### config.mk
export PLATFORM = sky130hd
export DESIGN_NAME = aes_stream_ctrl
export DESIGN_NICKNAME = d
export VERILOG_FILES = /design/src/rtl/aes_stream_ctrl.sv
export SDC_FILE = /design/constraint.sdc
export NUM_CORES = 2
export LEC_CHECK = 0
export CORE_AREA = 3 3 236 238
export DETAILED_ROUTE_END_ITERATION = 6
export DIE_AREA = 0 0 239 241
export GPL_ROUTABILITY_DRIVEN = 0
export HOLD_SLACK_MARGIN = 0.03
export PLACE_DENSITY_LB_ADDON = 0.05
export SYNTH_ARGS = -nofsm -noshare
export SYNTH_HDL_FRONTEND = slang
export SYNTH_SLANG_ARGS = --single-unit
### constraint.sdc
create_clock -name clk -period 44.8 [get_ports clk]
set_input_delay 8.96 -clock clk [delete_from_list [all_inputs] [get_ports clk]]
set_output_delay 8.96 -clock clk [all_outputs]
set_load 0.005 [all_outputs]
### src/rtl/aes_stream_ctrl.sv
// aes_stream_ctrl
// Stream front end for aes_top. Collects command packets from a 32-bit
// AXI-Stream slave, assembles 128-bit blocks and 128/256-bit keys, fires a
// single en_key/en_cipher/en_decipher strobe, waits for the core's en_o, and
// returns each result block as four 32-bit words on an AXI-Stream master.
//
// Ports
//   clk, reset                 clock, asynchronous active-high reset
//   s_axis_tdata/tvalid/tlast  command/payload input stream
//   s_axis_tready              input word accepted when high
//   m_axis_tdata/tvalid/tlast  result output stream
//   m_axis_tready              downstream ready
//   en_key/en_cipher/en_decipher  one-cycle start strobes to the core
//   aes128_mode/aes256_mode    key-size levels, exactly one high
//   aes_key, aes_in_blk        key (MSB-aligned) and input block to the core
//   aes_out_blk, en_o          core result and its done pulse
//   busy                       high whenever the controller is not idle
//   err_cnt                    malformed packet count, saturates at 255
module aes_stream_ctrl #(
   parameter int DATA_W = 32,
   parameter int KEY_S  = 256,
   parameter int BLK_S  = 128
) (
   input  logic              clk,
   input  logic              reset,
   input  logic [DATA_W-1:0] s_axis_tdata,
   input  logic              s_axis_tvalid,
   input  logic              s_axis_tlast,
   output logic              s_axis_tready,
   output logic [DATA_W-1:0] m_axis_tdata,
   output logic              m_axis_tvalid,
   output logic              m_axis_tlast,
   input  logic              m_axis_tready,
   output logic              en_cipher,
   output logic              en_decipher,
   output logic              en_key,
   output logic              aes128_mode,
   output logic              aes256_mode,
   output logic [KEY_S-1:0]  aes_key,
   output logic [BLK_S-1:0]  aes_in_blk,
   input  logic [BLK_S-1:0]  aes_out_blk,
   input  logic              en_o,
   output logic              busy,
   output logic [7:0]        err_cnt
);

   localparam int OUT_WORDS = BLK_S / DATA_W;

   typedef enum logic [2:0] {
      ST_IDLE, ST_RECV, ST_START, ST_WAIT, ST_SEND, ST_DRAIN
   } state_t;

   state_t             state_reg, state_next;
   logic               live_reg;      // holds tready low until the first clock after reset
   logic [3:0]         cmd_reg;
   logic [3:0]         cnt_reg;
   logic [KEY_S-1:0]   asm_reg;
   logic [KEY_S-1:0]   key_reg;
   logic [BLK_S-1:0]   blk_reg;
   logic [BLK_S-1:0]   out_reg;
   logic [1:0]         idx_reg;
   logic [7:0]         err_reg;
   logic               mode256_reg;

   logic               s_hs, m_hs;
   logic               cmd_hs, recv_hs, load_done, err_inc, capture;
   logic               cmd_valid;
   logic [3:0]         cnt_inc, exp_cnt;
   logic [KEY_S-1:0]   asm_shift;
   logic [DATA_W-1:0]  out_word [OUT_WORDS];

   // Result block split into stream words, word 0 taken from the MSBs.
   genvar gi;
   generate
      for (gi = 0; gi < OUT_WORDS; gi++) begin : g_out_word
         assign out_word[gi] = out_reg[BLK_S-1-DATA_W*gi -: DATA_W];
      end
   endgenerate

   assign s_axis_tready = live_reg &
                          ((state_reg == ST_IDLE) || (state_reg == ST_RECV) ||
                           (state_reg == ST_DRAIN));
   assign m_axis_tvalid = (state_reg == ST_SEND);
   assign m_axis_tlast  = (state_reg == ST_SEND) && (idx_reg == 2'd3);
   assign m_axis_tdata  = out_word[idx_reg];
   assign en_cipher     = (state_reg == ST_START) && cmd_reg[0];
   assign en_decipher   = (state_reg == ST_START) && cmd_reg[1];
   assign en_key        = (state_reg == ST_START) && cmd_reg[2];
   assign aes256_mode   = mode256_reg;
   assign aes128_mode   = ~mode256_reg;
   assign aes_key       = key_reg;
   assign aes_in_blk    = blk_reg;
   assign busy          = (state_reg != ST_IDLE);
   assign err_cnt       = err_reg;

   assign s_hs      = s_axis_tvalid & s_axis_tready;
   assign m_hs      = m_axis_tvalid & m_axis_tready;
   assign cnt_inc   = cnt_reg + 4'd1;
   // Only a key command honours the size bit; blocks are always 4 words.
   assign exp_cnt   = (cmd_reg[2] & cmd_reg[3]) ? 4'd8 : 4'd4;
   // Words enter at the bottom, so the first word ends up at the top.
   assign asm_shift = {asm_reg[KEY_S-DATA_W-1:0], s_axis_tdata};

   always_comb begin
      case (s_axis_tdata[2:0])
         3'b001, 3'b010, 3'b100: cmd_valid = 1'b1;
         default:                cmd_valid = 1'b0;
      endcase
   end

   always_comb begin
      state_next = state_reg;
      cmd_hs     = 1'b0;
      recv_hs    = 1'b0;
      load_done  = 1'b0;
      err_inc    = 1'b0;
      capture    = 1'b0;
      case (state_reg)
         ST_IDLE: begin
            if (s_hs) begin
               cmd_hs = 1'b1;
               if (cmd_valid) begin
                  state_next = ST_RECV;
               end else begin
                  err_inc    = 1'b1;
                  state_next = s_axis_tlast ? ST_IDLE : ST_DRAIN;
               end
            end
         end
         ST_RECV: begin
            if (s_hs) begin
               recv_hs = 1'b1;
               if (cnt_inc == exp_cnt) begin
                  if (s_axis_tlast) begin
                     load_done  = 1'b1;
                     state_next = ST_START;
                  end else begin
                     err_inc    = 1'b1;
                     state_next = ST_DRAIN;
                  end
               end else if (s_axis_tlast) begin
                  err_inc    = 1'b1;
                  state_next = ST_IDLE;
               end
            end
         end
         ST_START: state_next = ST_WAIT;
         ST_WAIT: begin
            if (en_o) begin
               if (cmd_reg[2]) begin
                  state_next = ST_IDLE;
               end else begin
                  capture    = 1'b1;
                  state_next = ST_SEND;
               end
            end
         end
         ST_SEND: begin
            if (m_hs && (idx_reg == 2'd3)) state_next = ST_IDLE;
         end
         ST_DRAIN: begin
            if (s_hs && s_axis_tlast) state_next = ST_IDLE;
         end
         default: state_next = ST_IDLE;
      endcase
   end

   always_ff @(posedge clk or posedge reset) begin
      if (reset) begin
         state_reg   <= ST_IDLE;
         live_reg    <= 1'b0;
         cmd_reg     <= '0;
         cnt_reg     <= '0;
         asm_reg     <= '0;
         key_reg     <= '0;
         blk_reg     <= '0;
         out_reg     <= '0;
         idx_reg     <= '0;
         err_reg     <= '0;
         mode256_reg <= 1'b0;
      end else begin
         state_reg <= state_next;
         live_reg  <= 1'b1;
         if (cmd_hs) begin
            cmd_reg <= s_axis_tdata[3:0];
            cnt_reg <= '0;
         end
         if (recv_hs) begin
            asm_reg <= asm_shift;
            cnt_reg <= cnt_inc;
         end
         if (load_done) begin
            if (cmd_reg[2]) begin
               mode256_reg <= cmd_reg[3];
               key_reg     <= cmd_reg[3] ? asm_shift
                                         : {asm_shift[BLK_S-1:0], {(KEY_S-BLK_S){1'b0}}};
            end else begin
               blk_reg <= asm_shift[BLK_S-1:0];
            end
         end
         if (err_inc && (err_reg != 8'hFF)) err_reg <= err_reg + 8'd1;
         if (capture) begin
            out_reg <= aes_out_blk;
            idx_reg <= '0;
         end else if (m_hs) begin
            idx_reg <= idx_reg + 2'd1;
         end
      end
   end

endmodule

* Yosys cells after proc, flatten, opt, wreduce, memory -nomap -nowiden
Cells that the tools add are included.
** Word-level totals
- Bits in registers :: 759
- Input port bits :: 166
- Output and inout bits :: 433
- Word-level logic and storage cells :: 94
** Cells by class
- $add $sub $neg :: 3
- Order comparisons :: 1
- Equality and inequality tests :: 17
- Multiplexer cells :: 38
- Bitwise operators :: 7
- Reductions and logical operators :: 17
** Operator list (number)
- 256-bit 2-to-1 mux :: 1
- 32-bit binary-select mux with 2-bit select :: 1
- 32-bit 2-to-1 mux :: 2
- 3-bit 2-to-1 mux :: 11
- 3-bit case mux with 6 select lines :: 1
- 1-bit 2-to-1 mux :: 16
- 4-bit 2-to-1 mux :: 3
- 3-bit by 2-bit == test with 1-bit output (second input constant) :: 3
- 3-bit == test (second input constant) :: 3
- 8-bit by 1-bit adder with 8-bit output (second input constant) :: 1
- 8-bit inequality test (second input constant) :: 1
- 1-bit logical AND :: 7
- 3-bit by 1-bit == test with 1-bit output (second input constant) :: 2
- 2-bit inequality test (second input constant) :: 3
- 6-bit AND reduction :: 1
- 4-bit by 1-bit adder with 4-bit output (second input constant) :: 1
- 1-bit bitwise AND :: 4
- 4-bit == test :: 1
- 2-bit 2-to-1 mux :: 2
- 2-bit by 1-bit inequality test with 1-bit output (second input constant) :: 2
- 2-bit AND reduction :: 2
- 2-bit nonzero test :: 2
- 3-bit greater-or-equal comparator (second input constant) :: 1
- 3-bit logical NOT :: 1
- other kinds (9) :: 11

* Longest topological paths before layout
- Depth after elaboration :: 9
- Mapped depth :: 11
- Gate-level depth less buffers :: 10

* Least setup slack after synthesis
No wires, ideal clock.
- Path type :: reg-to-output
- Start point :: register idx_reg[0]
- End point :: output port m_axis_tdata[10]
- Arrival :: 1.457 ns
- Required time :: 35.840 ns
- Setup slack :: 34.383 ns
- Cell stages (with the launch flop) :: 4
- Buffers on the path :: 2
- Cell sequence :: dfrtp_1 clkbuf_1 buf_2 mux4_2
** Between the ends
- Longest elaborated chain between the ends :: 4
** RTL lines
- from (decl) :: RTL line 61 : logic [1:0] idx_reg;
- from (signal assigned) :: RTL line 206 : idx_reg <= idx_reg + 2'd1;
- 2-bit NOT with 3-bit output (not written as such) :: RTL line 85 : assign m_axis_tdata = out_word[idx_reg];
- 32-bit binary-select mux with 2-bit select :: RTL line 85
- 32-bit 2-to-1 mux (not written as such) (2 in a row) :: RTL line 85
- to (decl) :: RTL line 30 : output logic [DATA_W-1:0] m_axis_tdata,
No other way between the ends. The select of a mux whose other input is x is not followed.

==> impl_summary.md <==
Status
The run finished with clean final reports.

Setup path
The launch point of the worst reg-to-reg path is cmd_reg[3]. Data on the critical path is required at its endpoint by 45410 ps. The cell with the biggest individual delay on the critical path is buf_4. Data on the critical path arrives at its endpoint at 13280 ps.

In this design, the critical path's most frequently occurring cell is buf_4. In this run the worst path has a maximum fanout of 129. The first element of the critical path is reset. STA classifies the critical path endpoint as an asynchronous set/reset pin. The largest single stage delay on the critical path is 810 ps. The setup path with the least slack is of type in -> async.

Traced cell by cell, the critical path runs through clkdlybuf4s50_1, inv_8, buf_4, buf_4, buf_4, buf_4. The startpoint type of the worst setup path is a primary input.

Die
The area of the core is 0.0538 mm². The number of top-level pins is 599. The die area is 0.0576 mm². The initial utilization of the core area, before any placement, comes to 56.0%.

The number of standard-cell rows in the floorplan is 85. The die is 241 µm tall. The die is 239 µm wide.

Drt
For this block, the via count after detailed routing is 19100. In the routed layout, each cell is associated on average with a via count of roughly 5.7. After detailed routing, the total wire length is 78900 µm. The wire length on met3 is 6320 µm. The total iterations of the first detailed-routing run is 5. The final routed wire length divided by cell count is 23.5 µm. The met1 wire length is ~32000 µm. The number of design-rule violations left by the first detailed-router iteration is 1314.

The DRC violation count after routing is 0. Wire segments on met2 add up to 38000 µm in the final route. The count of nets left with antenna violations once routing finished came out at 0. The highest metal layer carrying signal wires in the routed design is met4.

Power
The cell area power density is 50.5 mW/mm². The peak ir drop on the vdd network is 0.0351 mV. The static leakage is between 15 and 20 nW.

Timing
The max-slew violation count came to 0. The final count of negative-setup-slack endpoints is 0. Based on the critical path, the design can be clocked at up to 78.9 MHz.

The worst-case headroom to the max-slew limit is 25.2%. Final hold analysis gives a worst-case slack of between 400 and 500 ps. The setup clock skew after layout is 21.3 ps.

The final critical path takes up 28.3% of the cycle. The final period demand of the worst path is 12670 ps. The number of hold-slack violations in the final timing report was 0.

Setup repair after global routing left no endpoint under its margin. After routing, the total negative slack on setup checks comes to 0 ps. At the pin with the least slew margin, the transition time is 1120 ps.

Synth
The number of nets handed over by synthesis was 2202. Counting every instance in the synthesized netlist gives 2030. The number of flops mapped to enable cells by yosys is 0. The count of yosys warnings during synthesis is 0.

The synthesized design contains 759 register bits. The fraction of synthesis flops using an asynchronous set or reset pin is 100%. Yosys mapped the design onto 55 distinct sky130hd cell types.

The average instance area after synthesis is 14.8 µm². The share of the yosys chip area belonging to registers is 63.0%. The primary flip-flop cell chosen by synthesis mapping is dfrtp_1. The netlist area before placement is 0.0301 mm².

CTS
The clock net sink count is ~760. The number of buffers created by CTS is just under 80. The post-cts resize count is 0. No sink is reached through more buffers than the 3 on the longest clock path. In this run the number of H-tree levels came out at 3.

The tree is rooted in a clkbuf_16. The number of hold-repair buffers added at the cts stage is 0. The worst-skew pair later-pin latency is between 600 and 700 ps.

The post-CTS repair timing setup buffer count is 0. The clock tree from TritonCTS is built. After clock tree synthesis, the clock-pin slew on the worst setup and hold paths is 60 ps.

Global routing
The via count of the first global-routing pass was 19700. The final global-route overflow total is 0. Across every metal layer, demand over resource in global routing totals 27.3%. The global-route wire length before repair is 121000 µm. The pin count of the biggest net entering global routing is 236. The number of antenna violations at the first check in global routing is 3.

Layout
After the last flow step, the layout net total stands at 2768. The count of filler cells inserted in the layout is approximately 3600. The multi-input combinational cells in the finished layout cover a total of around 0.010 mm². The most common cell after layout, fill and taps aside is dfrtp_1. Of the cells placed in the final design, the portion with a size suffix greater than 1 is 23.8%.

The register with the most flip-flops in the layout has 256 of them. Relative to the synthesized area, the layout overhead comes to 29.5%. The area taken by flip-flops and latches is 0.0190 mm². Leaving out fill and tap cells, the most frequent cells in the layout are dfrtp_1, clkdlybuf4s50_1, mux2_2.

Min path
The path category of the worst min-delay check is reg -> reg. The hold path startpoint is aes_key[252].

Placed design
After legalization and detailed placement, the total HPWL measured 55200 µm. The count of input and output buffers is roughly 600.

Run
Across the run, the number of max-cap violations was 0.
-- logic make-up (layout without fill, tap and decap cells) --
logic type / Yosys count / after routing / synth area share [%]
multiplexers: 647 / 647 / 24.9
adder cells (fa/ha/maj): 6 / 6 / 0.249
XOR/XNOR: 10 / 10 / 0.291
other: 1 / 3 / 0.0124
AO/OA/AOI/OAI: 283 / 283 / 6.52
buffers and inverters: 143 / 764 / 2.37
flip-flops: 759 / 759 / 63.0
AND/OR/NAND/NOR: 181 / 181 / 2.67
-- final cells by class --
| cell class | instances | share of cell area [%] |
|---|---|---|
| Sequential cell | 759 | 48.7 |
| Multi-Input combinational cell | 1128 | 26.8 |
| Timing Repair Buffer | 623 | 15.9 |
| Clock buffer | 113 | 5.73 |
| Tap cell | 696 | 2.23 |
| Clock inverter | 21 | 0.612 |
| Inverter | 7 | 0.0866 |
| Antenna cell | 2 | 0.0128 |
-- where the power goes --
part / total (W) / switching, W / internal [W]
combinational: 0.000387 / 0.000146 / 0.000241
clock: 0.000633 / 0.000264 / 0.000369
sequential: 0.000953 / 0.000140 / 0.000813
-- layer usage --
layer | vias to the layer above | track usage [%]
met3 | 134 | 9.38
met4 | 0 | 8.56
met2 | 543 | 43.8
li1 | 8506 | -
met1 | 9887 | 35.6
met5 | - | 0
-- worst max-delay path: cells and delay by family --
family,cells,cell delay [ps]
buffers and inverters,6,4090
-- stage by stage --
step	utilization (%)	instance area, µm²	setup WS [ps]	power (W)	cells
CTS	72.5	39000	31900	0.00199	3347
global placement	67.9	36600	31380	0.00133	3213
floorplan	-	30100	14540	0.00118	2030
finish	72.5	39000	32130	0.00197	3349
global route	72.5	39000	31460	0.00207	3347
detailed placement	67.9	36600	31250	0.00135	3213
-- synth_stat cells (6+ instances only) --
master      n  area, µm²
o21ai_0   129        646
ha_1        6       75.1
buf_4      24        180
mux2_1     38        428
nor3_1      6       30.0
dfrtp_1   759      19000
a22o_1    130       1140
inv_1       7       26.3
buf_2      69        345
xor2_1      6       52.6
mux2i_1   129       1290
buf_1       9       33.8
mux2_2    447       5030
nor2_1      9       33.8
nand2_1   138        518
mux4_2     32        721
clkbuf_1   34        128
-- path summary, 6_finish.rpt --
| kind | to | slack, ps | depth (start not counted) |
|---|---|---|---|
| min in group asynchronous | aes_key[103] | 8880 | 2 |
| min reg2reg | aes_key[252] | 480 | 2 |
| max | out_reg[46] | 32130 | 6 |
| min | aes_key[252] | 480 | 2 |
| max in group clk | aes_key[32] | 32220 | 9 |
| max reg2reg | aes_key[32] | 40220 | 8 |
No activity file was read; power rests on OpenSTA's default activity.
